### src/rtl/ddfs_pkg.sv
// Shared DDFS definitions: frequency-word width, sweep modes and sweep FSM states.
// Mode decoding depends on the optional SWEEP_TRIANGLE_EN macro.
package ddfs_pkg;

    localparam int DDFS_FW = 23;

    typedef enum logic [1:0] {
        SINGLE = 2'd0,
        SAW    = 2'd1,
        TRI    = 2'd2
    } sweep_mode_t;

    typedef enum logic [1:0] {
        IDLE = 2'd0,
        RUN  = 2'd1,
        DONE = 2'd2
    } sweep_state_t;

    // Reserved encoding 11 runs as a single sweep; 10 falls back to sawtooth without triangle support.
    function automatic sweep_mode_t decode_mode(input logic [1:0] raw);
        case (raw)
            2'b01:   return SAW;
`ifdef SWEEP_TRIANGLE_EN
            2'b10:   return TRI;
`else
            2'b10:   return SAW;
`endif
            default: return SINGLE;
        endcase
    endfunction

endpackage

### src/rtl/ddfs_step_unit.sv
// Combinational next-frequency computation with endpoint clamping for the sweep controller.
// Down-stepping and the start-side flag exist only when SWEEP_TRIANGLE_EN is defined.
module ddfs_step_unit #(
    parameter int FW = 23
) (
    input  logic [FW-1:0] f,
    input  logic [FW-1:0] step,
    input  logic [FW-1:0] stop,
`ifdef SWEEP_TRIANGLE_EN
    input  logic [FW-1:0] start,
    input  logic          down,
    output logic          at_start,
`endif
    output logic [FW-1:0] next_f,
    output logic          at_stop
);

    logic [FW-1:0] step_eff;
    logic [FW:0]   sum;
    logic [FW-1:0] up_f;

    // A zero step would stall the sweep forever, so it advances by one instead.
    assign step_eff = (step == '0) ? {{(FW-1){1'b0}}, 1'b1} : step;
    assign sum      = {1'b0, f} + {1'b0, step_eff};
    assign up_f     = (sum[FW] || (sum[FW-1:0] > stop)) ? stop : sum[FW-1:0];
    assign at_stop  = (f >= stop);

`ifdef SWEEP_TRIANGLE_EN
    logic [FW:0] diff;

    assign diff     = {1'b0, f} - {1'b0, step_eff};
    assign at_start = (f <= start);

    always_comb begin
        // NOTE: assigning a default first guarantees every path drives next_f, so no latch is inferred.
        next_f = up_f;
        if (down) begin
            next_f = (diff[FW] || (diff[FW-1:0] < start)) ? start : diff[FW-1:0];
        end
    end
`else
    assign next_f = up_f;
`endif

endmodule

### src/rtl/ddfs_sweep_ctrl.sv
// Linear frequency-sweep scheduler driving the ddfs phase increment (single, sawtooth, triangle).
// Triangle mode and the direction register are built only when SWEEP_TRIANGLE_EN is defined.
module ddfs_sweep_ctrl
    import ddfs_pkg::*;
#(
    parameter int FW = DDFS_FW,
    parameter int DW = 16
) (
    input  logic          clk,
    input  logic          rst,
    input  logic          cfg_valid,
    output logic          cfg_ready,
    input  logic [FW-1:0] cfg_start_f,
    input  logic [FW-1:0] cfg_stop_f,
    input  logic [FW-1:0] cfg_step,
    input  logic [DW-1:0] cfg_dwell,
    input  logic [1:0]    cfg_mode,
    input  logic          go,
    input  logic          abort,
    output logic [FW-1:0] fcontrol,
    output logic          busy,
    output logic          done,
    output logic          wrap
);

    localparam logic [1:0] S_IDLE = IDLE;
    localparam logic [1:0] S_RUN  = RUN;
    localparam logic [1:0] S_DONE = DONE;

    logic [1:0]    state;
    logic [FW-1:0] f_q;
    logic [FW-1:0] start_q;
    logic [FW-1:0] stop_q;
    logic [FW-1:0] step_q;
    logic [DW-1:0] dwell_q;
    logic [DW-1:0] cnt_q;
    sweep_mode_t   mode_q;
    logic          wrap_q;
    logic          take_cfg;
    logic [FW-1:0] next_f;
    logic          at_stop;

    assign take_cfg = cfg_valid && (state == S_IDLE);

`ifdef SWEEP_TRIANGLE_EN
    logic down_q;
    logic at_start;
    logic step_down;

    // Direction fed to the step unit already reflects a turn taken on this reload.
    assign step_down = down_q ? !at_start : (at_stop && (mode_q == TRI));
`endif

    ddfs_step_unit #(.FW(FW)) u_step (
        .f        (f_q),
        .step     (step_q),
        .stop     (stop_q),
`ifdef SWEEP_TRIANGLE_EN
        .start    (start_q),
        .down     (step_down),
        .at_start (at_start),
`endif
        .next_f   (next_f),
        .at_stop  (at_stop)
    );

    always_ff @(posedge clk) begin
        if (rst) begin
            state   <= S_IDLE;
            f_q     <= '0;
            start_q <= '0;
            stop_q  <= '0;
            step_q  <= '0;
            dwell_q <= '0;
            cnt_q   <= '0;
            mode_q  <= SINGLE;
            wrap_q  <= 1'b0;
`ifdef SWEEP_TRIANGLE_EN
            down_q  <= 1'b0;
`endif
        end else begin
            // NOTE: non-blocking assignments keep every register sampling pre-edge values.
            wrap_q <= 1'b0;
            case (state)
                S_IDLE: begin
                    if (take_cfg) begin
                        start_q <= cfg_start_f;
                        stop_q  <= cfg_stop_f;
                        step_q  <= cfg_step;
                        dwell_q <= cfg_dwell;
                        mode_q  <= decode_mode(cfg_mode);
                    end
                    if (go && !abort) begin
                        state <= S_RUN;
                        f_q   <= take_cfg ? cfg_start_f : start_q;
                        cnt_q <= take_cfg ? cfg_dwell : dwell_q;
`ifdef SWEEP_TRIANGLE_EN
                        down_q <= 1'b0;
`endif
                    end
                end
                S_RUN: begin
                    if (abort) begin
                        state <= S_IDLE;
                    end else if (cnt_q != '0) begin
                        cnt_q <= cnt_q - DW'(1);
                    end else begin
                        cnt_q <= dwell_q;
`ifdef SWEEP_TRIANGLE_EN
                        if (down_q) begin
                            f_q <= next_f;
                            if (at_start) begin
                                down_q <= 1'b0;
                                wrap_q <= 1'b1;
                            end
                        end else
`endif
                        if (at_stop) begin
                            case (mode_q)
                                SINGLE: state <= S_DONE;
`ifdef SWEEP_TRIANGLE_EN
                                // A flat sweep (start >= stop) has nowhere to turn, so it just repeats.
                                TRI: begin
                                    if (at_start) begin
                                        f_q    <= start_q;
                                        wrap_q <= 1'b1;
                                    end else begin
                                        f_q    <= next_f;
                                        down_q <= 1'b1;
                                    end
                                end
`endif
                                default: begin
                                    f_q    <= start_q;
                                    wrap_q <= 1'b1;
                                end
                            endcase
                        end else begin
                            f_q <= next_f;
                        end
                    end
                end
                default: state <= S_IDLE;
            endcase
        end
    end

    assign fcontrol  = f_q;
    assign busy      = (state == S_RUN);
    assign done      = (state == S_DONE);
    assign cfg_ready = (state == S_IDLE);
    assign wrap      = wrap_q;

endmodule

### config.mk
export PLATFORM = sky130hd
export DESIGN_NAME = ddfs_sweep_ctrl
export DESIGN_NICKNAME = d
export VERILOG_FILES = /design/src/rtl/ddfs_pkg.sv /design/src/rtl/ddfs_step_unit.sv /design/src/rtl/ddfs_sweep_ctrl.sv
export SDC_FILE = /design/constraint.sdc
export NUM_CORES = 1
export LEC_CHECK = 0
export ABC_AREA = 1
export ABC_CLOCK_PERIOD_IN_PS = 3400
export CAP_MARGIN = 20
export CORE_ASPECT_RATIO = 1.2
export CORE_MARGIN = 2
export CORE_UTILIZATION = 48
export CTS_CLUSTER_DIAMETER = 80
export DETAILED_ROUTE_END_ITERATION = 8
export GPL_TIMING_DRIVEN = 0
export PLACE_DENSITY = 0.72
export SYNTH_ARGS = -nofsm -noshare
export SYNTH_HDL_FRONTEND = slang
export SYNTH_SLANG_ARGS = --single-unit
### constraint.sdc
create_clock -name clk -period 3.4 [get_ports clk]
set_clock_uncertainty 0.1 [all_clocks]
set_input_delay 0.85 -clock clk [delete_from_list [all_inputs] [get_ports clk]]
set_output_delay 0.85 -clock clk [all_outputs]
set_load 0.03 [all_outputs]
# Yosys cells after proc, flatten, opt, wreduce, memory -nomap -nowiden
# Cells that the tools add are included.
[op_classes] addsub=2 order_cmp=2 eq_ne=11 n_mux=22 bitwise_logic=2 n_reduce_logical=15
[ops] op="2-to-1 mux 23 bit" n=8
[ops] op="2-to-1 mux 16 bit" n=4
[ops] op="one-hot mux 23 bit (2 select lines)" n=1
[ops] op="one-hot mux 16 bit (2 select lines)" n=1
[ops] op="adder 23 x 23 -> 24 bit" n=1
[ops] op="greater-or-equal comparator 23 bit" n=1
[ops] op="greater-than comparator 23 bit" n=1
[ops] op="zero test 23 bit" n=1
[ops] op="nonzero test 16 bit" n=1
[ops] op="subtractor 16 x 1 -> 16 bit (second input constant)" n=1
[ops] op="2-to-1 mux 2 bit" n=5
[ops] op="!= test 3 x 2 -> 1 bit (second input constant)" n=2
[ops] op="!= test 3 bit (second input constant)" n=2
[ops] op="AND reduction 5 bit" n=1
[ops] op="OR reduction 5 bit" n=1
[ops] op="== test 2 x 1 -> 1 bit (second input constant)" n=2
[ops] op="== test 2 bit (second input constant)" n=2
[ops] op="zero test 2 bit" n=2
[ops] op="!= test 2 bit (second input constant)" n=2
[ops] op="one-hot mux 2 bit (2 select lines)" n=1
[ops] op="AND reduction 4 bit" n=1
[ops] op="AND reduction 3 bit" n=1
[ops] op="logical AND 1 bit" n=2
[ops] op="2-to-1 mux 1 bit" n=2
[ops] op="other kinds (7)" n=8
[totals] register_bits=129 inputBits=92 output_inout_bits=27 wordCells=63

# Logic depth before layout (Yosys ltp)
# Gate-level depths: netlist (run 1).
[logic_depth] ltp_word=10 ltp_mapped=27 depth_no_buf=26

# Hierarchy
# Synthesis (run 1) repeated with hierarchy kept, for this count alone.
[unflattened] cells_unflattened=1485 hier_area_um2=9334.0
[by_module_without_submodules] module="ddfs_sweep_ctrl" instances=1 cells_each=844 area_each_um2=5954.5 seq_area_each_um2=2562.5
[by_module_without_submodules] module="ddfs_step_unit" instances=1 cells_each=641 area_each_um2=3379.5 seq_area_each_um2=0.0

# Worst setup path after synthesis (run 1)
# OpenSTA, ideal clock, no wires.
[synth_timing] path_type="reg-to-reg" startpoint="reg step_q[8]" endpoint="reg f_q[19] (netlist: fcontrol[19])" setup_time_ps=116 arrival_ps=3215 required_time_ps=3184 setup_slack_ps=-31 path_stages_with_launch=26 path_buffers=1 synth_period_minus_slack_ps=3431 cell_sequence="dfxtp_1 -> nor4_1 -> nand4_1 -> o21bai_1 -> ha_1 -> fa_1 -> nand3_1 -> nand3_1 -> nand2_1 -> nand2_1 -> nand2_1 -> nand4_1 -> nand2_1 -> ha_1 -> nand2_1 -> nor2_1 -> nand2_1 -> nor2_2 -> nand4_2 -> nand2_4 -> nand2_8 -> buf_6 -> nand2_1 -> nand3_1 -> nand2_1 -> a21oi_2"
[synth_via] elab_chain_len=10
[synth_lines] element="start: declaration" line="ddfs_sweep_ctrl.sv:34" rtl="logic [FW-1:0] step_q;"
[synth_lines] element="start signal: assignment" line="ddfs_sweep_ctrl.sv:89" rtl="step_q <= cfg_step;"
[synth_lines] element="zero test 23 bit" line="ddfs_step_unit.sv:23" rtl="assign step_eff = (step == '0) ? {{(FW-1){1'b0}}, 1'b1} : step;"
[synth_lines] element="2-to-1 mux 23 bit *" line="ddfs_step_unit.sv:23"
[synth_lines] element="adder 23 x 23 -> 24 bit *" line="ddfs_step_unit.sv:24" rtl="assign sum = {1'b0, f} + {1'b0, step_eff};"
[synth_lines] element="greater-than comparator 23 bit" line="ddfs_step_unit.sv:25" rtl="assign up_f = (sum[FW] || (sum[FW-1:0] > stop)) ? stop : sum[FW-1:0];"
[synth_lines] element="logical OR 1 bit" line="ddfs_step_unit.sv:25"
[synth_lines] element="2-to-1 mux 23 bit *" line="ddfs_step_unit.sv:25"
[synth_lines] element="2-to-1 mux 23 bit *" line="ddfs_sweep_ctrl.sv:118" rtl="if (at_stop) begin"
[synth_lines] element="2-to-1 mux 23 bit *" line="ddfs_sweep_ctrl.sv:105" rtl="end else if (cnt_q != '0) begin"
[synth_lines] element="2-to-1 mux 23 bit *" line="ddfs_sweep_ctrl.sv:103" rtl="if (abort) begin"
[synth_lines] element="one-hot mux 23 bit (2 select lines) *" line="ddfs_sweep_ctrl.sv:84" rtl="case (state)"
[synth_lines] element="end signal: assignment" line="ddfs_sweep_ctrl.sv:95" rtl="f_q <= take_cfg ? cfg_start_f : start_q;"
[synth_lines] element="end signal: assignment" line="ddfs_sweep_ctrl.sv:134" rtl="f_q <= start_q;"
[synth_lines] element="end signal: assignment" line="ddfs_sweep_ctrl.sv:139" rtl="f_q <= next_f;"
[synth_lines] element="end: declaration" line="ddfs_sweep_ctrl.sv:31" rtl="logic [FW-1:0] f_q;"
# Every way passes the cells marked *; elsewhere a longest branch is shown, timed or not. The select of a mux whose other input is x is not followed.
# A chain may end at the register's enable or synchronous reset.

# Worst setup path after layout (run 1)
[layout_timing] startpoint="reg step_q[16]" endpoint="reg f_q[8] (netlist: fcontrol[8])"
# Same word-level chain as after synthesis.

==> results of run 1 <==
layout by cell type, fill, tap and decap left out, types with 4 or more instances in the layout:
| master | instances |
|---|---|
| a21oi_2 | 18 |
| nand3_4 | 4 |
| a31oi_1 | 13 |
| buf_2 | 6 |
| buf_4 | 18 |
| dfxtp_1 | 124 |
| ha_1 | 66 |
| clkinv_2 | 4 |
| a21oi_1 | 89 |
| clkinvlp_4 | 5 |
| o211ai_1 | 8 |
| nor2_4 | 4 |
| nand2_1 | 312 |
| or2_2 | 12 |
| nor3_1 | 5 |
| nand3_1 | 49 |
| clkdlybuf4s50_1 | 117 |
| nand2_2 | 46 |
| mux2i_1 | 11 |
| o21ai_0 | 107 |
| clkbuf_1 | 61 |
| ha_4 | 4 |
| clkbuf_16 | 18 |
| inv_1 | 187 |
| nor4_2 | 4 |
| xor2_1 | 12 |
| nand2_4 | 13 |
| nand4_1 | 15 |
| nor2_1 | 185 |
| nor2_2 | 6 |
| nand3_2 | 24 |
power groups by stage:
stage	clock network, mW	registers, mW	logic (mW)
global placement	0	1.77	2.00
global route	1.77	1.77	2.73
detailed placement	0	1.78	2.02
CTS	1.70	1.75	2.27
finish	1.70	1.76	2.50
floorplan	0	1.79	1.36
per-layer routing:
metal  global-route usage  vias up  wire length (µm)
met5                    0        -                 0
met1               0.3271     4338             11710
met2               0.5318      279             15320
met4               0.1531        0              1367
li1                     -     4897                 -
met3              0.04883       79              1433
final timing paths:
path                   start           to  slack, ns  depth (start not counted)
hold / removal     step_q[3]    step_q[3]       0.41                          2
setup / recovery  step_q[16]  fcontrol[8]      -0.57                         24
setup reg to reg  step_q[16]  fcontrol[8]      -0.57                         24
hold reg to reg    step_q[3]    step_q[3]       0.41                          2
cell families after synthesis:
kind of cell / count (synthesis) / synth area share
compound gates: 249 / 0.1517
xor+xnor: 17 / 0.01635
fa+ha+maj: 72 / 0.09974
buf+inv: 269 / 0.1173
flops: 128 / 0.2814
mux: 11 / 0.01209
simple gates: 692 / 0.3215
cell type report:
type                       instances  share of cell area
timing repair buffer             134              0.1130
clock buffer                      19             0.03744
multi-input combinational       1041              0.5071
buffer                            75             0.02919
sequential                       128              0.2173
clock inverter                    12            0.007193
inverter                         193             0.06177
tap                              256             0.02708
registers in the layout, indices dropped and copies added, names as in the netlist:
register	count
step_q	23
state	2
stop_q	23
wrap	1
start_q	23
cnt_q	16
fcontrol	23
dwell_q	16
mode_q	1
repair_timing:
action | 4_1_cts | 5_1_grt
endpoints found under the setup margin | 24 | 24
resized for setup | 67 | 58
setup buffers | 9 | 6
pin swaps | 35 | 43
endpoints found under the hold margin | 0 | 0
cloned | 1 | 1
metrics by stage:
step | hold slack, ns | setup slack [ns] | instances | setup TNS [ns] | area, µm²
after floorplan | 0.3539 | 0.03094 | 1438 | 0 | 9115
after global placement | 0.3859 | -1.057 | 1811 | -23.37 | 10610
after detailed placement | 0.3977 | -1.099 | 1811 | -24.37 | 10610
after CTS | 0.4078 | -0.4985 | 1851 | -10.87 | 11510
after global routing | 0.4215 | -0.7094 | 1858 | -15.58 | 11830
final | 0.4103 | -0.5684 | 1858 | -11.99 | 11830
worst register-to-register path: stages (launching register included):
cell	delay (ns)
dfxtp_1	0.33
nor4_2	0.29
nand2_1	0.20
o21bai_2	0.21
ha_2	0.21
fa_2	0.24
nand3_2	0.11
nand3_4	0.12
nand4_1	0.20
nand4_1	0.19
nand2_2	0.09
ha_4	0.29
nand2_4	0.05
nor2_4	0.11
nand2_4	0.08
nor2_4	0.15
nand2_2	0.10
nand3_4	0.12
nand2_4	0.09
nand2_8	0.13
buf_8	0.15
nand2_1	0.08
nand3_2	0.08
nand2_1	0.07
a21oi_2	0.10
==> impl_summary.md, run 1 <==
Run status
The flow ran to the end, but the final reports show violations. The final reports fail on negative setup slack.

Floorplanning
The number of ports placed on the die boundary is 119. For this configuration, the core starts out at a cell density of 0.4866. The placeable core region is 18720 µm². After floorplanning, the core was divided into 55 placement rows. The die covers between 20000 and 25000 µm². The chip width is 129.7 µm. From bottom edge to top edge, the die measures 154.9 µm.

Synthesis
The number of nets in the synthesized netlist is 1602. The synthesized area per cell is about 6.3 µm². After synthesis, the most frequently instantiated cells are 360 x nand2_1, 188 x inv_1, 188 x nor2_1. Counting flops and latches in the post-synthesis netlist gives 128. The synthesized instance count is 1438. The number of library cell types mapped by synthesis is 45. The most instantiated flip-flop cell in the synthesis netlist is dfxtp_1.

The area share of the largest cell type after synthesis is 0.2814. The share of flip-flops with an asynchronous set or reset is 0. The summed instance area of the synthesized netlist is about 9100 µm². The part of the Yosys area used for sequential elements is 0.2814. Sorting the synthesized cells by area gives the leading types as dfxtp_1 28%, nand2_1 15%, ha_1 9.8%. The biggest area contributor in the post-synthesis netlist is dfxtp_1. The Yosys step of the flow raised 0 warnings. Among all cell types in the netlist, the one instantiated most often is nand2_1. The count of flip-flops with a built-in enable after synthesis is 0.

STA
For this run, the top clock speed supported by timing is 0.2520 GHz. The number of pins with negative max-slew slack in the final report is 0. Headroom to the max-slew limit came out at 0.4321. The count of final hold-check violations is 0. Setup repair after global routing could not meet its margin everywhere.

Once routing completed, OpenROAD measured the worst setup slack at -0.5684 ns. The transition time of the tightest slew-check pin is 0.8518 ns. The clock period minus worst slack is 3.968 ns. The final count of negative-setup-slack endpoints is 23. Dividing the final minimum period by the clock period gives 1.167.

Power and ir drop
The clock network fraction of design power is 0.285. The fraction of power spent switching nets is 0.4001. In this run the power spent charging and discharging nets is 2.381 mW. The internal power contribution is 3.570 mW. The worst voltage drop across the vdd grid is 0.0003826 V. The ratio of total power to cell area is approximately 500 nW/µm².

After layout, the design draws a total of 5.951 mW. The share of total power dissipated in combinational logic is 0.419. For this design the static power due to leakage is around 5.7 nW.

The sequential power share is 0.296.

Placed design
Input and output buffers added on the ports amount to ~120. At the end of routability-driven placement, the weighted congestion stood at a little over 0.9. The total half-perimeter wirelength after legalization and detailed placement is 22930 µm.

Detailed routing
The detailed-route wire length is roughly 30000 µm. The first routing iteration left between 600 and 700 violations. The routed via count divided by cell count is 5.163. The via count is 9593. The number of iterations in the first detailed-routing pass is 5. The count of nets left with antenna violations after detail routing is 0.

For this run, design rule violations remaining after detail routing come to 0. The mean routed wirelength per cell is roughly 16 µm.

Min path
The class of the worst hold path is reg2reg.

Global routing
Summed over all layers, the global routing overflow is 0. Entering global routing, the biggest net connects 17 pins. The number of global-route vias before repair is 9249.

The initial antenna violation count is 0. The all-layer global routing usage is 0.2944. The wire length of the first global-routing pass is 45780 µm.

Critical path
Along the worst path, the maximum fanout reaches 7. The critical path class is reg2reg. For the worst setup path, the data required time is roughly 3.7 ns. The worst path arrival time is 4.24 ns. Counting both buffers and inverters, the worst setup path holds a total of 1.

The worst setup path is launched from a register. On the worst path, the slowest cell contributes a delay of 0.33 ns. The element type at the critical path end is a register.

On the critical path, the stage with the largest delay is an instance of dfxtp_1. The cell family contributing the most delay on the critical path is simple AND/OR/NAND/NOR gates. Traced cell by cell, the critical path runs through nor4_2 -> nand2_1 -> o21bai_2 -> ha_2 -> fa_2 -> nand3_2 -> nand3_4 -> nand4_1 -> nand4_1 -> nand2_2 -> ha_4 -> nand2_4 -> nor2_4 -> nand2_4 -> nor2_4 -> nand2_2 -> nand3_4 -> nand2_4 -> nand2_8 -> buf_8 -> nand2_1 -> nand3_2 -> nand2_1 -> a21oi_2.

Layout
The number of antenna diodes is 0. At the end of the flow the core is filled with cells to 0.6320. Registers take between 2000 and 3000 µm². The area occupied by multi-input gates is 5998 µm².

The fraction of final layout cells sized beyond drive strength 1 is 0.1380. The count of nets after finishing is around 1800. The area growth from synthesis to layout is 29.88%. After filler insertion, the fill cell instance count of the layout stands at roughly 1700.

CTS
Counting every sink on the clock net gives 128. The maximum level of the CTS H-tree is 4. Clock-pin slew was measured on the worst setup and hold paths at roughly 0.06 ns.

The tree is rooted in a clkbuf_16. TritonCTS built the clock tree. The clock latency of the later-clocked register in the worst-skew pair is 0.44 ns. The longest clock path from root to sink contains 2 buffers.

Buffers inserted to repair hold after CTS numbered 0. The TritonCTS buffer count is 17.

Run
The number of max-capacitance violations reported is 0.
(Power assumes the default switching activity.)
==> inputs of run 2 (changes only) <==
--- a/constraint.sdc
+++ b/constraint.sdc
@@ -4,2 +4,2 @@
 set_output_delay 0.85 -clock clk [all_outputs]
-set_load 0.03 [all_outputs]
+set_load 0.01 [all_outputs]
==> run 2 against run 1 <==
The run still ends with negative setup slack left. Flip-flop and latch count unchanged. Final cell count is the same. Hold slack about the same. Via count up 0.18%. Setup slack got worse by 0.0033 ns. Global-route usage did not move. Sequential share of layout area about the same. Utilization hardly changed. Clock-buffer cell count unchanged. Critical path depth is the same.
==> impl_summary.md, run 2 (same netlist as run 1, synthesis figures left out) <==
Power and ir drop
The clock network fraction of design power is 0.287 (was 0.285). The worst voltage drop across the vdd grid was 0.0003793 V (was 0.0003826 V). The part of the total power dissipated in combinational logic is 0.415 (was 0.419). The internal power contribution is 3.570 mW (about the same).

The fraction of power spent switching nets is 0.3954 (was 0.4001). The ratio of total power to cell area is 499.3 nW/µm² (was 503.1 nW/µm²). The sequential power share is 0.298 (was 0.296).

The net switching component of the power is 2.334 mW (was 2.381 mW). The leakage dissipation is 5.710 nW (was 5.701 nW).

CTS
The sink count of the clock tree was 128 (unchanged). The clock slew seen by the registers of the worst setup and hold paths came to 0.06 ns (about the same). The cts-stage hold buffer count is 0 (unchanged).

The root buffer cell is clkbuf_16 (unchanged). The TritonCTS buffer count is 17 (unchanged). The clock tree from TritonCTS is done (unchanged). The deepest clock path buffer count is 2 (unchanged). The clock latency of the later-clocked register in the worst-skew pair is 0.44 ns (about the same).

The maximum level of the CTS H-tree came to 4 (unchanged).

Layout
The post-route non-filler standard cell count is 1858 (unchanged). The filler cell count came to 1738 (was 1739). Highest-count cells in the layout ignoring fill and taps: 312 x nand2_1, 188 x inv_1, 185 x nor2_1 (was 312 x nand2_1, 187 x inv_1, 185 x nor2_1). The area growth from synthesis to layout is 29.84% (was 29.88%). The number of antenna diodes came to 0 (unchanged). The fraction of final layout cells sized beyond drive strength 1 was 0.1373 (was 0.1380). The count of nets after finishing is 1754 (unchanged). The core utilization of the finished layout is 0.6318 (was 0.6320).

The most common cell after layout, fill and taps aside is nand2_1 (unchanged).

STA
The worst relative slew slack was 0.4418 (was 0.4321). The transition time of the tightest slew-check pin is 0.8373 ns (was 0.8518 ns). The least setup slack across all paths after layout is -0.5717 ns (was -0.5684 ns). The post-route setup TNS is -11.96 ns (was -11.99 ns). The clock period minus worst slack is 3.972 ns (was 3.968 ns). The number of pins with negative max-slew slack in the final report is 0 (unchanged). RSZ-0062 raised after global routing: true (unchanged). The post-route fraction of the period consumed by the critical path is 1.168 (was 1.167).

The final count of negative-setup-slack endpoints is 23 (unchanged). The count of final hold-check violations is 0 (unchanged). The highest clock frequency the design can meet is 0.2518 GHz (was 0.2520 GHz). The final hold slack is 0.4103 ns (about the same).

Critical path
The combined buffer and inverter count along the critical path was 1 (unchanged). The critical path class is reg2reg (unchanged). The maximum fanout along the worst path is 7 (unchanged). The startpoint of the worst-slack reg-to-reg timing path is step_q[16] (unchanged).

The delay of the slowest cell on the worst path is 0.33 ns (about the same). The launch point of the worst path is step_q[16] (unchanged). Cell breakdown of the critical path: nor4_2 -> nand2_1 -> o21bai_2 -> ha_2 -> fa_2 -> nand3_2 -> nand3_4 -> nand4_1 -> nand4_1 -> nand2_2 -> ha_4 -> nand2_4 -> nor2_4 -> nand2_4 -> nor2_4 -> nand2_2 -> nand3_4 -> nand2_4 -> nand2_8 -> buf_8 -> nand2_1 -> nand3_2 -> nand2_1 -> a21oi_2 (unchanged).

The worst path arrival time is 4.24 ns (about the same). The worst path required time is 3.67 ns (about the same). The element type at the critical path end was a register (unchanged).

The family with the most delay on the worst path is simple AND/OR/NAND/NOR gates (unchanged). The slowest cell on the critical path is dfxtp_1 (unchanged). The element type at the critical path start is a register (unchanged).

Detailed routing
The via count came to 9610 (was 9593). The detailed-route wire length on metal 1 is 11690 µm (was 11710 µm). The count of routing violations after the opening detailed-route iteration is 633 (was 612). The routed via count divided by cell count was 5.172 (was 5.163). The mean routed wirelength per cell is 16.05 µm (was 16.06 µm).

The count of nets left with antenna violations after detail routing is 0 (unchanged). The number of iterations in the first detailed-routing pass is 5 (unchanged). The topmost layer with routed signal wires is met4 (unchanged).

The met2 layer wire length in the routed design is 15290 µm (was 15320 µm). The detailed-route wire length came to 29820 µm (was 29830 µm). The DRC violation count after routing is 0 (unchanged). The met3 layer wire length in the routed design is 1445 µm (was 1433 µm).

Global routing
The largest net degree at the start of global routing is 17 (unchanged). The sum of overflow across all layers after global routing came to 0 (unchanged). The all-layer global routing usage is 0.2944 (unchanged). The wire length of the first global-routing pass is 45780 µm (unchanged). The number of global-route vias before repair came to 9249 (unchanged). The initial antenna violation count is 0 (unchanged).

Placed design
The worst slack at placement is -1.099 ns (unchanged). The number of placed instances with taps included is 1811 (unchanged). The total half-perimeter wirelength after legalization and detailed placement is 22930 µm (unchanged). The global placer's final weighted congestion was 0.9269 (unchanged). The count of port buffers added during placement is 117 (unchanged).

Floorplanning
The placeable core region is 18720 µm² (unchanged). The total die area is 20100 µm² (unchanged). The number of ports placed on the die boundary is 119 (unchanged). The starting density of the core is 0.4866 (unchanged).

The count of standard-cell rows is 55 (unchanged). The die span in y is 154.9 µm (unchanged). The chip width was 129.7 µm (unchanged).

Run
The number of max-capacitance violations reported is 0 (unchanged).

Min path
The class of the worst hold path was reg2reg (unchanged). The origin of the worst min-delay path is step_q[3] (unchanged).

Run status
Status: finished with violations (unchanged). Violations in the final reports: negative setup slack (unchanged).
-- run 2: cell count changes in the layout (fill, tap and decap cells not counted), sizes merged --
| cell | change |
|---|---|
| clkinvlp | -1 |
| inv | +1 |
-- run 2: layout make-up --
type,count,area (µm²),area share
Tap cell,256,320.3,0.02709
Clock inverter,12,85.08,0.007195
Clock buffer,19,442.9,0.03746
Multi-Input combinational cell,1041,5998,0.5072
Buffer,75,345.3,0.02920
Inverter,193,726.9,0.06147
Timing Repair Buffer,134,1336,0.1130
Sequential cell,128,2570,0.2173
-- run 2: worst min-delay path: stages, from the launching register on --
cell,delay [ns]
dfxtp_2,0.35
nor2_1,0.05
nor2_1,0.08
-- run 2: metal layers --
| layer | vias to the layer above | global-route usage |
|---|---|---|
| met2 | 291 | 0.5318 |
| met5 | - | 0 |
| met1 | 4342 | 0.3271 |
| met3 | 82 | 0.04883 |
| li1 | 4895 | - |
| met4 | 0 | 0.1531 |
-- run 2: timing repair --
item / in CTS / in global routing
buffers inserted: 9 / 6
resized for setup: 67 / 57
pin swaps: 35 / 43
gates cloned: 1 / 1
setup endpoints to repair: 24 / 23
-- run 2: final timing paths --
path                      end  slack [ns]  cells after the start
setup / recovery  fcontrol[8]       -0.57                     24
hold / removal      step_q[3]        0.41                      2
setup reg to reg  fcontrol[8]       -0.57                     24
hold reg to reg     step_q[3]        0.41                      2
-- run 2: power groups by stage --
stage	logic, mW	registers [mW]	clock network (mW)
final	2.45	1.76	1.70
after CTS	2.22	1.75	1.70
after detailed placement	1.97	1.78	0
after floorplan	1.36	1.75	0
after global routing	2.68	1.77	1.77
after global placement	1.95	1.77	0
-- run 2: per-stage QoR --
step / cell area [µm²] / power (mW)
after floorplan: 9115 / 3.105
after global placement: 10610 / 3.724
after detailed placement: 10610 / 3.750
after CTS: 11510 / 5.674
after global routing: 11830 / 6.231
final: 11830 / 5.905
==> inputs of run 3 (changes only) <==
Settings changed: CORE_ASPECT_RATIO 1.2 to 2.
==> run 3 against run 2 <==
The run still ends with negative setup slack left. Non-clock buffer count fell by 5. Critical endpoint is now fcontrol[20]. Final cell count fell by 0.27%. Largest cell class unchanged. Fmax rose by 0.84%.
==> impl_summary.md, run 3 (same netlist as run 1, synthesis figures left out) <==
Placed design
The worst slack at placement was -1.295 ns (was -1.099 ns). The total half-perimeter wirelength after legalization and detailed placement is 25480 µm (was 22930 µm). The count of port buffers added during placement was 117 (unchanged). The global placer's final weighted congestion is 0.9707 (was 0.9269).

STA
The post-route fraction of the period consumed by the critical path was 1.158 (was 1.168). The transition time of the tightest slew-check pin is 0.9008 ns (was 0.8373 ns). RSZ-0062 raised after global routing: true (unchanged).

The highest clock frequency the design can meet is 0.2539 GHz (was 0.2518 GHz). The count of final hold-check violations is 0 (unchanged). The number of pins with negative max-slew slack in the final report is 0 (unchanged). The worst relative slew slack was 0.3994 (was 0.4418). The final count of negative-setup-slack endpoints is 23 (unchanged). The least setup slack across all paths after layout is -0.5387 ns (was -0.5717 ns).

The clock period minus worst slack is 3.939 ns (was 3.972 ns). The final hold slack is 0.3842 ns (was 0.4103 ns).

Floorplanning
The number of ports placed on the die boundary is 119 (unchanged). The starting density of the core is 0.4859 (was 0.4866). The chip width is 101.4 µm (was 129.7 µm). The placeable core region is 18740 µm² (was 18720 µm²). The total die area is 20160 µm² (was 20100 µm²). The count of standard-cell rows is 71 (was 55). The die span in y is 198.8 µm (was 154.9 µm).

Critical path
The element type at the critical path start is a register (unchanged). Cell breakdown of the critical path: nor4_4 -> nand2_2 -> o21bai_1 -> ha_2 -> fa_2 -> nand3_2 -> nand3_4 -> nand4_1 -> nand4_1 -> nand2_2 -> ha_4 -> nand2_4 -> nor2_4 -> nand2_4 -> nor2_4 -> nand4_4 -> nand2_8 -> nand2_8 -> buf_8 -> nand2_1 -> nand3_2 -> nand2_1 -> a21oi_2 (was nor4_2 -> nand2_1 -> o21bai_2 -> ha_2 -> fa_2 -> nand3_2 -> nand3_4 -> nand4_1 -> nand4_1 -> nand2_2 -> ha_4 -> nand2_4 -> nor2_4 -> nand2_4 -> nor2_4 -> nand2_2 -> nand3_4 -> nand2_4 -> nand2_8 -> buf_8 -> nand2_1 -> nand3_2 -> nand2_1 -> a21oi_2). The worst path required time came to 3.62 ns (was 3.67 ns). The delay of the slowest cell on the worst path is 0.34 ns (was 0.33 ns).

The critical path class is reg2reg (unchanged). The combined buffer and inverter count along the critical path was 1 (unchanged). The worst path arrival time is 4.16 ns (was 4.24 ns). The family with the most delay on the worst path is simple AND/OR/NAND/NOR gates (unchanged).

The slowest cell on the critical path is dfxtp_2 (was dfxtp_1). The maximum fanout along the worst path is 10 (was 7). The element type at the critical path end is a register (unchanged).

Global routing
The met1 track utilization from global routing is 0.2726 (was 0.3271). The met2 track demand over resource is 0.6112 (was 0.5318). The most crowded layer after global routing is met2 (unchanged). The all-layer global routing usage is 0.3193 (was 0.2944). The number of global-route vias before repair came to 9874 (was 9249). The sum of overflow across all layers after global routing came to 0 (unchanged). The largest net degree at the start of global routing came to 17 (unchanged). The initial antenna violation count is 0 (unchanged). The wire length of the first global-routing pass is 48450 µm (was 45780 µm).

The met3 capacity usage during global routing was 0.05165 (was 0.04883).

CTS
The clock slew seen by the registers of the worst setup and hold paths is 0.06 ns (about the same). The maximum level of the CTS H-tree is 4 (unchanged). The sink count of the clock tree is 128 (unchanged). The TritonCTS buffer count came to 17 (unchanged).

The clock latency of the later-clocked register in the worst-skew pair is 0.43 ns (was 0.44 ns). The root buffer cell is clkbuf_16 (unchanged). The deepest clock path buffer count is 2 (unchanged). The clock tree from TritonCTS is done (unchanged). The cts-stage hold buffer count is 0 (unchanged).

Detailed routing
The number of iterations in the first detailed-routing pass was 5 (unchanged). The mean routed wirelength per cell is 16.70 µm (was 16.05 µm). The routed via count divided by cell count is 5.133 (was 5.172).

The count of routing violations after the opening detailed-route iteration came to 321 (was 633). The DRC violation count after routing is 0 (unchanged). The via count is 9512 (was 9610).

The detailed-route wire length was 30950 µm (was 29820 µm). The count of nets left with antenna violations after detail routing was 0 (unchanged).

Power and ir drop
The worst voltage drop across the vdd grid was 0.0004090 V (was 0.0003793 V). The ratio of total power to cell area is 501.9 nW/µm² (was 499.3 nW/µm²). The part of the total power dissipated in combinational logic is 0.390 (was 0.415). The clock network fraction of design power is 0.310 (was 0.287). The fraction of power spent switching nets is 0.3785 (was 0.3954).

The internal power contribution is 3.635 mW (was 3.570 mW). The leakage dissipation is 5.579 nW (was 5.710 nW). The net switching component of the power is 2.213 mW (was 2.334 mW). The sequential power share is 0.300 (was 0.298).

Min path
The class of the worst hold path is reg2reg (unchanged).

Layout
The number of antenna diodes is 0 (unchanged). The fraction of final layout cells sized beyond drive strength 1 is 0.1158 (was 0.1373). The most common cell after layout, fill and taps aside is nand2_1 (unchanged). The area growth from synthesis to layout was 27.94% (was 29.84%).

Highest-count cells in the layout ignoring fill and taps: 334 x nand2_1, 188 x inv_1, 185 x nor2_1 (was 312 x nand2_1, 188 x inv_1, 185 x nor2_1). The count of nets after finishing is 1749 (was 1754).

Run status
Violations in the final reports: negative setup slack (unchanged). Status: finished with violations (unchanged).

Run
The number of max-capacitance violations reported is 0 (unchanged).
==> run 3: cell count changes in the layout (fill, tap and decap cells not counted), sizes merged <==
cell	previous run	this run
buf	31	27
bufinv	0	2
clkbuf	80	79
clkinv	6	7
clkinvlp	4	3
inv	195	194
==> run 3: final timing paths <==
| kind | from | end | slack [ns] | cells after the start |
|---|---|---|---|---|
| setup / recovery | step_q[19] | fcontrol[20] | -0.54 | 23 |
| hold / removal | mode_q[0] | wrap | 0.38 | 2 |
| hold reg to reg | mode_q[0] | wrap | 0.38 | 2 |
| setup reg to reg | step_q[19] | fcontrol[20] | -0.54 | 23 |
==> run 3: power groups by stage <==
stage               Combinational [mW]  Sequential (mW)  Clock (mW)
global placement                  1.98             1.77           0
floorplan                         1.36             1.75           0
detailed placement                2.00             1.78           0
CTS                               2.18             1.75        1.84
global route                      2.53             1.77        1.90
finish                            2.28             1.75        1.81
==> run 3: per-layer routing <==
metal  share of wire  routed length, µm
met2            0.55              16890
met5               0                  0
met4           0.099               3065
met1            0.32              10030
met3           0.031                964
==> run 3: tightest hold or removal path: cells and delay by family, from the launching register on <==
kind / cells / cell delay [ns]
flops: 1 / 0.31
simple gates: 2 / 0.13
==> run 3: through the flow <==
step | power, mW | util | setup TNS (ns) | std cells | instance area (µm²)
6_report | 5.848 | 0.6217 | -11.49 | 1853 | 11650
5_1_grt | 6.192 | 0.6217 | -15.67 | 1853 | 11650
4_1_cts | 5.769 | 0.6136 | -11.42 | 1852 | 11500
3_5_place_dp | 3.779 | 0.5658 | -28.89 | 1810 | 10610
3_3_place_gp | 3.756 | 0.5658 | -29.92 | 1810 | 10610
2_1_floorplan | 3.105 | - | 0 | 1438 | 9115
==> run 3: layout make-up <==
type	instances	area, µm²
Timing Repair Buffer	129	1265
Buffer	75	352.8
Multi-Input combinational cell	1041	5833
Clock buffer	19	442.9
Tap cell	255	319.1
Fill cell	1812	7092
Clock inverter	13	137.6
Sequential cell	128	2575
Inverter	193	726.9
==> run 3: what timing repair did <==
| item | 4_1_cts | 5_1_grt |
|---|---|---|
| pin swaps | 24 | 23 |
| setup buffers | 11 | 1 |
| resized for setup | 53 | 33 |
| hold endpoints to repair | 0 | 0 |
| endpoints found under the setup margin | 24 | 23 |
==> RTL edit, RTL diff (config.mk and constraints of run 1) <==
The option `SWEEP_TRIANGLE_EN` is turned on by a define.
--- a/src/rtl/ddfs_pkg.sv
+++ b/src/rtl/ddfs_pkg.sv
@@ -1,5 +1,7 @@
 // Shared DDFS definitions: frequency-word width, sweep modes and sweep FSM states.
 // Mode decoding depends on the optional SWEEP_TRIANGLE_EN macro.
+`define SWEEP_TRIANGLE_EN
+
 package ddfs_pkg;
 
     localparam int DDFS_FW = 23;
Formal check against the unedited RTL: not equivalent (Yosys sat finds a counterexample within 4 cycles, from zero or initial values and one cycle with rst high).
==> RTL edit against run 1 <==
Critical endpoint is now fcontrol[17]$_SDFFE_PP0P_. Count of clock-buffer cells in the layout increased by 2. Sequential share of layout area is 5.6 points lower. Sequential power increased by 3%. Sequential cell count increased by 2. Area after synthesis grew 39%. Setup slack worse by 480 ps. Via count increased by 48%. Routed wire length is 62% higher. Total power grew 44%. Critical path depth is 5 higher. Design area up 37%. The run still ends with setup timing left.
==> RTL edit: results (changes against run 1) <==
- Layout Nets: 2,511 (+43%)
- Final non-filler cell total: 2,618 (+41%)
- Post-CTS setup buffers: 23 (+14)
- WL final: 48,300 um (+62%)
- Post-synth net total: 2,339 (+46%)
- GR Layer Usage met1: 37.5% (+4.8 points)
- Syn Area/Cell: 6.03 um^2 (-4.8%)
- Port bufs: 117 (unchanged)
- Top cells by area, synth: dfxtp_1 (21%), nand2_1 (18%), ha_1 (15%)
- Peak VDD IR: 0.352 mV (-7.9%)
- Sequential area share after synthesis: 20.6% (-7.6 points)
- Unique masters post-synth: 50 (+11%)
- Failing checks: setup timing
- Post-Place Worst Slack: -1840 ps (-746 ps)
- Vias post-DR: 14,192 (+48%)
- Resized Gates After CTS: 93 (+39%)
- Vias in the first global route: 13,748 (+49%)
- Iteration-0 DRC Markers: 986 (+61%)
- DR pass1 iterations: 8 (+3)
- Clock transition at path regs: 70 ps
- Crit path max fanout: 6 (-1)
- Worst Hold Class: register to register
- Outcome: finished, violations left
- Critical-path top delay cell: nor4_4
- Total global-route track usage: 33.6% (+4.1 points)
- Worst Slack Setup Final: -1050 ps (-478 ps)
- Setup TNS: -23,100 ps (-11,120 ps)
- Post-Place Cells: 2,550 (+41%)
- Final setup fails: 23 (unchanged)
- Max incr delay on CP: 400 ps (+70 ps)
- First-pass GRT wire length: 72,100 um (+58%)
- Met2 global-route usage: 59.9% (+6.7 points)
- Layout cells sized above 1: 16.7% (+2.9 points)
- DPL Wire Length: 37,600 um (+64%)
- Max Buffers Root-to-Sink: 2 (unchanged)
- Post-synth top cells: nand2_1 (608), inv_1 (300), nor2_1 (204), o21ai_0 (159), ha_1 (147)
- GR Util met3: 4.46% (-0.42 points)
- Slew margin rel.: 35.5% (-7.7 points)
- Top FF cell, synth: dfxtp_1
- RePlAce Congestion: 0.962 (+3.8%)
- Placed inst area: 14,300 um^2 (+35%)
- Clock Tree Root: clkbuf_16
- Leakage: 0.00828 uW (+45%)
- CTS buffer count: 17 (unchanged)
- Fillers: 2,535 (+46%)
## RTL edit: cell count changes after synthesis, sizes merged, moves of 4 or more
cell	change
a21oi	+21
buf	+17
clkbuf	+4
ha	+76
inv	+130
nand2	+257
nand3	+41
nor2	+24
o21ai	+60
xnor2	+4
xor2	+6
## RTL edit: metal layers
layer	vias up	routed length, um
met4	0	3490
li1	6972	-
met3	168	2910
met2	548	23500
met5	-	0
met1	6504	18400
## RTL edit: where the power goes
part / internal, uW / switching (uW) / total [uW]
combinational: 1830 / 2950 / 4780
clock: 1160 / 795 / 1960
sequential: 1660 / 169 / 1820
## RTL edit: final cells by class
| cell class | count | area (um^2) | area share, % |
|---|---|---|---|
| Tap cell | 335 | 419 | 2.59 |
| Clock inverter | 11 | 125 | 0.774 |
| Buffer | 97 | 519 | 3.21 |
| Inverter | 325 | 1220 | 7.58 |
| Clock buffer | 21 | 480 | 2.97 |
| Sequential cell | 130 | 2610 | 16.1 |
| Multi-Input combinational cell | 1546 | 9260 | 57.3 |
| Timing Repair Buffer | 153 | 1530 | 9.44 |
## RTL edit: cell families after synthesis
family          count (synthesis)  share of synthesized area, %
simple gates                 1021                          33.9
buf+inv                       422                          13.5
compound gates                339                          14.5
fa+ha+maj                     149                          14.9
flops                         130                          20.6
xor+xnor                       27                          1.87
mux                            10                         0.792
## RTL edit: final timing paths
check                          start                         to  slack, ps  cells past startpoint
max          step_q[13]$_SDFFE_PP0P_  fcontrol[17]$_SDFFE_PP0P_      -1050                     29
min          step_q[19]$_SDFFE_PP0P_    step_q[19]$_SDFFE_PP0P_        370                      2
max reg2reg  step_q[13]$_SDFFE_PP0P_  fcontrol[17]$_SDFFE_PP0P_      -1050                     29
min reg2reg  step_q[19]$_SDFFE_PP0P_    step_q[19]$_SDFFE_PP0P_        370                      2
